## src/rtl/flop_mux_primitives.sv

```systemverilog
// CR16 datapath primitives: enable/reset register, 4:1 and 16:1 N-bit muxes, plus a wrapper top.
// Define FLOP_POWERUP_INIT_EN to give flop_enable_reset a known power-up value of zero.

module flop_enable_reset #(
  parameter int unsigned WIDTH = 8
) (
  input  logic             clock,
  input  logic             reset,
  input  logic             enable,
  input  logic [WIDTH-1:0] d,
`ifdef FLOP_POWERUP_INIT_EN
  output logic [WIDTH-1:0] q = '0
`else
  output logic [WIDTH-1:0] q
`endif
);

  always_ff @(posedge clock) begin
    if (reset)
      q <= '0;
    else if (enable)
      q <= d;
  end

endmodule

module mux4 #(
  parameter int unsigned WIDTH = 8
) (
  input  logic [WIDTH-1:0] d0,
  input  logic [WIDTH-1:0] d1,
  input  logic [WIDTH-1:0] d2,
  input  logic [WIDTH-1:0] d3,
  input  logic [1:0]       select,
  output logic [WIDTH-1:0] y
);

  always_comb begin
    y = '0;
    case (select)
      2'd0: y = d0;
      2'd1: y = d1;
      2'd2: y = d2;
      2'd3: y = d3;
    endcase
  end

endmodule

module mux16 #(
  parameter int unsigned WIDTH = 8
) (
  input  logic [WIDTH-1:0] d0,
  input  logic [WIDTH-1:0] d1,
  input  logic [WIDTH-1:0] d2,
  input  logic [WIDTH-1:0] d3,
  input  logic [WIDTH-1:0] d4,
  input  logic [WIDTH-1:0] d5,
  input  logic [WIDTH-1:0] d6,
  input  logic [WIDTH-1:0] d7,
  input  logic [WIDTH-1:0] d8,
  input  logic [WIDTH-1:0] d9,
  input  logic [WIDTH-1:0] d10,
  input  logic [WIDTH-1:0] d11,
  input  logic [WIDTH-1:0] d12,
  input  logic [WIDTH-1:0] d13,
  input  logic [WIDTH-1:0] d14,
  input  logic [WIDTH-1:0] d15,
  input  logic [3:0]       select,
  output logic [WIDTH-1:0] y
);

  always_comb begin
    y = '0;
    case (select)
      4'd0:  y = d0;
      4'd1:  y = d1;
      4'd2:  y = d2;
      4'd3:  y = d3;
      4'd4:  y = d4;
      4'd5:  y = d5;
      4'd6:  y = d6;
      4'd7:  y = d7;
      4'd8:  y = d8;
      4'd9:  y = d9;
      4'd10: y = d10;
      4'd11: y = d11;
      4'd12: y = d12;
      4'd13: y = d13;
      4'd14: y = d14;
      4'd15: y = d15;
    endcase
  end

endmodule

module flop_mux_primitives #(
  parameter int unsigned WIDTH = 8
) (
  input  logic                  clock,
  input  logic                  reset,
  input  logic                  enable,
  input  logic [WIDTH-1:0]      d,
  output logic [WIDTH-1:0]      q,
  input  logic [WIDTH-1:0]      m4_d0,
  input  logic [WIDTH-1:0]      m4_d1,
  input  logic [WIDTH-1:0]      m4_d2,
  input  logic [WIDTH-1:0]      m4_d3,
  input  logic [1:0]            m4_select,
  output logic [WIDTH-1:0]      m4_y,
  input  logic [15:0][WIDTH-1:0] m16_d,
  input  logic [3:0]            m16_select,
  output logic [WIDTH-1:0]      m16_y
);

  flop_enable_reset #(.WIDTH(WIDTH)) u_flop (
    .clock(clock), .reset(reset), .enable(enable), .d(d), .q(q)
  );

  mux4 #(.WIDTH(WIDTH)) u_mux4 (
    .d0(m4_d0), .d1(m4_d1), .d2(m4_d2), .d3(m4_d3),
    .select(m4_select), .y(m4_y)
  );

  mux16 #(.WIDTH(WIDTH)) u_mux16 (
    .d0(m16_d[0]),   .d1(m16_d[1]),   .d2(m16_d[2]),   .d3(m16_d[3]),
    .d4(m16_d[4]),   .d5(m16_d[5]),   .d6(m16_d[6]),   .d7(m16_d[7]),
    .d8(m16_d[8]),   .d9(m16_d[9]),   .d10(m16_d[10]), .d11(m16_d[11]),
    .d12(m16_d[12]), .d13(m16_d[13]), .d14(m16_d[14]), .d15(m16_d[15]),
    .select(m16_select), .y(m16_y)
  );

endmodule

```

## config.mk

```make
export PLATFORM = sky130hd
export DESIGN_NAME = flop_mux_primitives
export DESIGN_NICKNAME = d
export VERILOG_FILES = /design/src/rtl/flop_mux_primitives.sv
export SDC_FILE = /design/constraint.sdc
export NUM_CORES = 1
export LEC_CHECK = 0
export ABC_AREA = 1
export CAP_MARGIN = 20
export CORE_ASPECT_RATIO = 0.8
export CORE_UTILIZATION = 31
export DETAILED_ROUTE_END_ITERATION = 7
export PLACE_DENSITY = 0.88
export SYNTH_ARGS = -nofsm -noshare
export SYNTH_HDL_FRONTEND = slang
export SYNTH_SLANG_ARGS = --single-unit
```

## constraint.sdc

```tcl
create_clock -name clock -period 1.8 [get_ports clock]
set_clock_uncertainty 0.1 [all_clocks]
set_input_delay 0.36 -clock clock [delete_from_list [all_inputs] [get_ports clock]]
set_output_delay 0.36 -clock clock [all_outputs]
set_load 0.02 [all_outputs]
```

== After elaboration in Yosys (flattened, before gate mapping) ==
Cells that the tools add are included.
W data, S select, Z words.

* Bits in registers: 8
* Input port bits: 177
* Output and inout port bits: 24
* Logic and storage cells: 23

* Eq/ne operators: 18
* Muxes and demuxes: 2
* Reduce and logical (&&, ||, !) cells: 2

{| class="wikitable"
|+ Operators by type and width
! cell !! count
|-
| $pmux W8 S16 || 1
|-
| $eq A4 B4 Y1 const B || 8
|-
| $pmux W8 S4 || 1
|-
| $eq A4 B3 Y1 const B || 4
|-
| $eq A4 B2 Y1 const B || 2
|-
| $eq A2 B2 Y1 const B || 2
|-
| $eq A4 B1 Y1 const B || 1
|-
| $logic_not A4 Y1 || 1
|-
| $eq A2 B1 Y1 const B || 1
|-
| $logic_not A2 Y1 || 1
|}

== Logic depth before layout (Yosys ltp) ==
* Depth in word-level cells: 2
* Mapped depth: 9
* Gate-level depth less buffers: 8

== Cells and area by module ==
A second synthesis with hierarchy kept.

* Cells, all modules: 390
* Area total of the unflattened synthesis: 1870.5 µm²

{| class="wikitable"
|+ By module, submodules not included
! module !! instances !! cells an instance !! area an instance (µm²)
|-
| mux16 || 1 || 292 || 1265.0
|-
| flop_enable_reset || 1 || 51 || 341.6
|-
| mux4 || 1 || 47 || 264.0
|}

== Worst setup path before layout ==
OpenSTA, ideal clock, no wires.

* Path kind: input port to output port
* Start: in m16_select[3]
* End: out m16_y[1]
* Arrival: 1.162 ns
* Slack: 0.178 ns
* Stages: 8
* Buffers on the path: 1
* Path through: nor2_2 buf_2 nand3_1 nand2_1 inv_1 nand2_1 nor2_1 nand3_1

* Longest elaborated chain between the ends: 2
* Elaborated cells on any way between the ends: 17
* Those cells by class: eq/ne (15); mux (1); reduce/logical (1)

{| class="wikitable"
|+ Ends and longest elaborated chain
! item !! line !! text
|-
| from (decl) || 112 || <nowiki>input logic [3:0] m16_select,</nowiki>
|-
| $eq A4 B4 Y1 (tied with other cells) || 75 || <nowiki>case (select)</nowiki>
|-
| $pmux W8 S16 * || 75 ||
|-
| to (decl) || 113 || <nowiki>output logic [WIDTH-1:0] m16_y</nowiki>
|}

Mark *: on every way between the ends. The rest lies on a longest branch, timed or not.

== Worst setup path after layout ==
* Start: in m16_select[3]
* End: out m16_y[3]

Same word-level chain as after synthesis.

==> flow_summary.json <==
{
  "drt-total-wl_mm": 11.49,
  "initial_core_util_pct": 32.88,
  "cts_made_buffers": 3,
  "synth.area.top_cells": "nand2_1, nand3_1, dfxtp_1, nor2_1, inv_1",
  "detail_route.vias_per_cell": 5.312,
  "synth-edff-count": 0,
  "yosysMostFrequentCell": "nand2_1",
  "wl_per_cell_um": 17.07,
  "synthCells": 374,
  "drtIter0Drc": 285,
  "ctsRootBufferMaster": "clkbuf_8",
  "async_reset_ff_share_pct": 0,
  "clk_pin_slew_ps": 40,
  "yosysTopAreaCell": "nand2_1",
  "dieArea_um2": 6206,
  "area_growth_syn_to_layout_pct": 145.3,
  "placementRows": 24,
  "syn_area_per_cell_um2": 4.884,
  "route.detailed.drc": 0,
  "finalCriticalPeriod_ps": 1995,
  "insertion_delay_ps": 230,
  "gp_congestion": 0.9786,
  "p_leak_nw": 2.057,
  "critPathMaxFanout": 8,
  "grt_max_degree": 21,
  "io_pins": 201,
  "outcome": "finished, violations left",
  "worst_setup_path_start_kind": "input port",
  "worstPathArrival_ps": 1540,
  "synth_area_um2": 1827,
  "grt_pass1_vias": 3512,
  "cts-htree-levels": 1,
  "hpwl_mm": 8.078,
  "synth_nets": 551,
  "cts_buffer_depth": 2,
  "maxSlewHeadroom_pct": 80.13,
  "layout_setup_ws_ps": -195.2,
  "synth_common_cells": "nand2_1, nand3_1, nor2_1",
  "die_width_um": 87.83,
  "period_share_pct": 110.8,
  "hold_depth": 2,
  "core_area_um2": 5555,
  "ys.flop_type": "dfxtp_1",
  "worstRegToRegCells": 2,
  "reg_top3": "u_flop.q: 8 flops",
  "whs_ps": 365.5,
  "port_buffers": 200,
  "grt_usage_pct": 34.74,
  "yosysWarnings": 0,
  "critical_path_required_ps": 1340,
  "setup_viol": 8,
  "synth_cell_types": 19,
  "yosys_register_bits": 8,
  "p_per_area_nw_per_um2": 323.1,
  "vdd_drop_max_mv": 0.3670,
  "netlist.area_leader.share_pct": 31.85,
  "final_nets": 774,
  "seq_area_frac_synth_pct": 8.767,
  "fmax_mhz": 501.2,
  "overflow": 0,
  "fill_cells": 380,
  "drtAntennaViolNets": 0,
  "violations": "negative setup slack",
  "die_h_um": 70.66,
  "antenna_found_initial": 0,
  "worst_slew_pin_slew_ps": 297.1,
  "dr.pass1.iters": 5,
  "final_max_slew_viol_count": 0,
  "largest_register_ff_count": 8,
  "total_power_mw": 1.448,
  "worst_setup_path_end_kind": "output port",
  "hold_viol_final": 0,
  "grt_pass1_wl_mm": 16.83,
  "path_class": "in -> out",
  "insertedDiodeCount": 0,
  "vias": 3575,
  "hp-class": "reg -> reg",
  "drive_gt1_share_pct": 20.00,
  "rsz0062_at_grt": "yes",
  "top_register": "u_flop.q",
  "cap_violations": 0,
  "cts.sinks": 8,
  "cts_tree": "done"
}
## worst paths after layout
path	endpoint	slack (ps)	from
hold reg to reg	u_flop.q[3]	370	u_flop.q[3]
hold / removal	u_flop.q[3]	370	u_flop.q[3]
setup reg to reg	u_flop.q[7]	1070	u_flop.q[7]
setup / recovery	m16_y[3]	-200	m16_select[3]
## metrics by stage
step	instances	cell area, um^2	setup slack, ps	TNS, ps	util, %
2_1_floorplan	374	1827	177.8	0	-
3_3_place_gp	660	4070	-1094	-13200	73.27
3_5_place_dp	660	4070	-1127	-13660	73.27
4_1_cts	670	4318	-99.66	-726.3	77.73
5_1_grt	673	4481	-250.5	-1568	80.65
6_report	673	4481	-195.2	-1079	80.65
## power breakdown
part	leakage [nW]	internal, mW	total (mW)	switching (mW)
Clock	0.0216	0.145	0.223	0.0778
Sequential	0.0660	0.188	0.193	0.00526
Combinational	1.97	0.597	1.03	0.435
Total	2.06	0.930	1.45	0.518
## layout by cell type, fill, tap and decap left out
master,synthesis,final
clkbuf_16,0,1
nand3_2,5,19
nand3_1,99,82
inv_4,1,2
nand2_1,155,151
nand4_1,8,8
nand2_8,0,1
nand2_2,2,3
nor3_4,0,1
buf_4,6,25
clkinvlp_4,0,1
dfxtp_1,8,8
nor2_4,6,9
buf_6,1,15
clkdlybuf4s15_1,0,1
nor2_2,4,12
nor2_1,27,16
inv_2,8,9
dlygate4sd2_1,0,1
a21oi_1,8,8
buf_16,0,2
nand2_4,0,2
inv_1,26,23
nand3_4,0,3
clkbuf_8,0,3
buf_12,0,7
clkdlybuf4s50_1,0,178
buf_2,7,2
buf_8,0,2
## cells by family after synthesis
| group | after synthesis | share of synthesized area [%] |
|---|---|---|
| AOI/OAI and AO/OA | 8 | 2.192 |
| buffers and inverters | 51 | 12.74 |
| and+or+nand+nor | 307 | 76.30 |
| DFF | 8 | 8.767 |
## routing by layer
layer | vias to the layer above | global-route usage [%] | part of all wire, %
li1 | 1651 | - | -
met1 | 1598 | 38.61 | 35
met2 | 265 | 61.84 | 50
met3 | 61 | 8.868 | 11
met4 | 0 | 15.48 | 4.5
met5 | - | 0 | 0
## worst max-delay path, cell delays in order
cell and delay (ps):
buf_12 100, buf_6 110, nor2_4 30, buf_4 130, buf_12 130, nand3_1 100, nand2_1 70, nor2_1 90
nand2_1 70, inv_1 90, nand3_2 90, buf_6 140
## what timing repair did
item / 4_1_cts / 5_1_grt
gates cloned: 2 / 1
gates resized for setup: 146 / 31
hold buffers: 0 / 0
pin swaps: 13 / 9
setup buffers: 5 / 2
endpoints found under the setup margin: 16 / 13
## area by class of cell
class / instances / area [um^2] / share of cell area (%)
flip-flops and latches: 8 / 160.2 / 3.574
multi-input cells: 315 / 1624 / 36.25
clock buffers: 3 / 41.29 / 0.9215
repair buffers: 234 / 2417 / 53.95
well taps: 78 / 97.59 / 2.178
inverters: 35 / 140.1 / 3.128
Note: power is estimated with default switching activity, not from simulation.
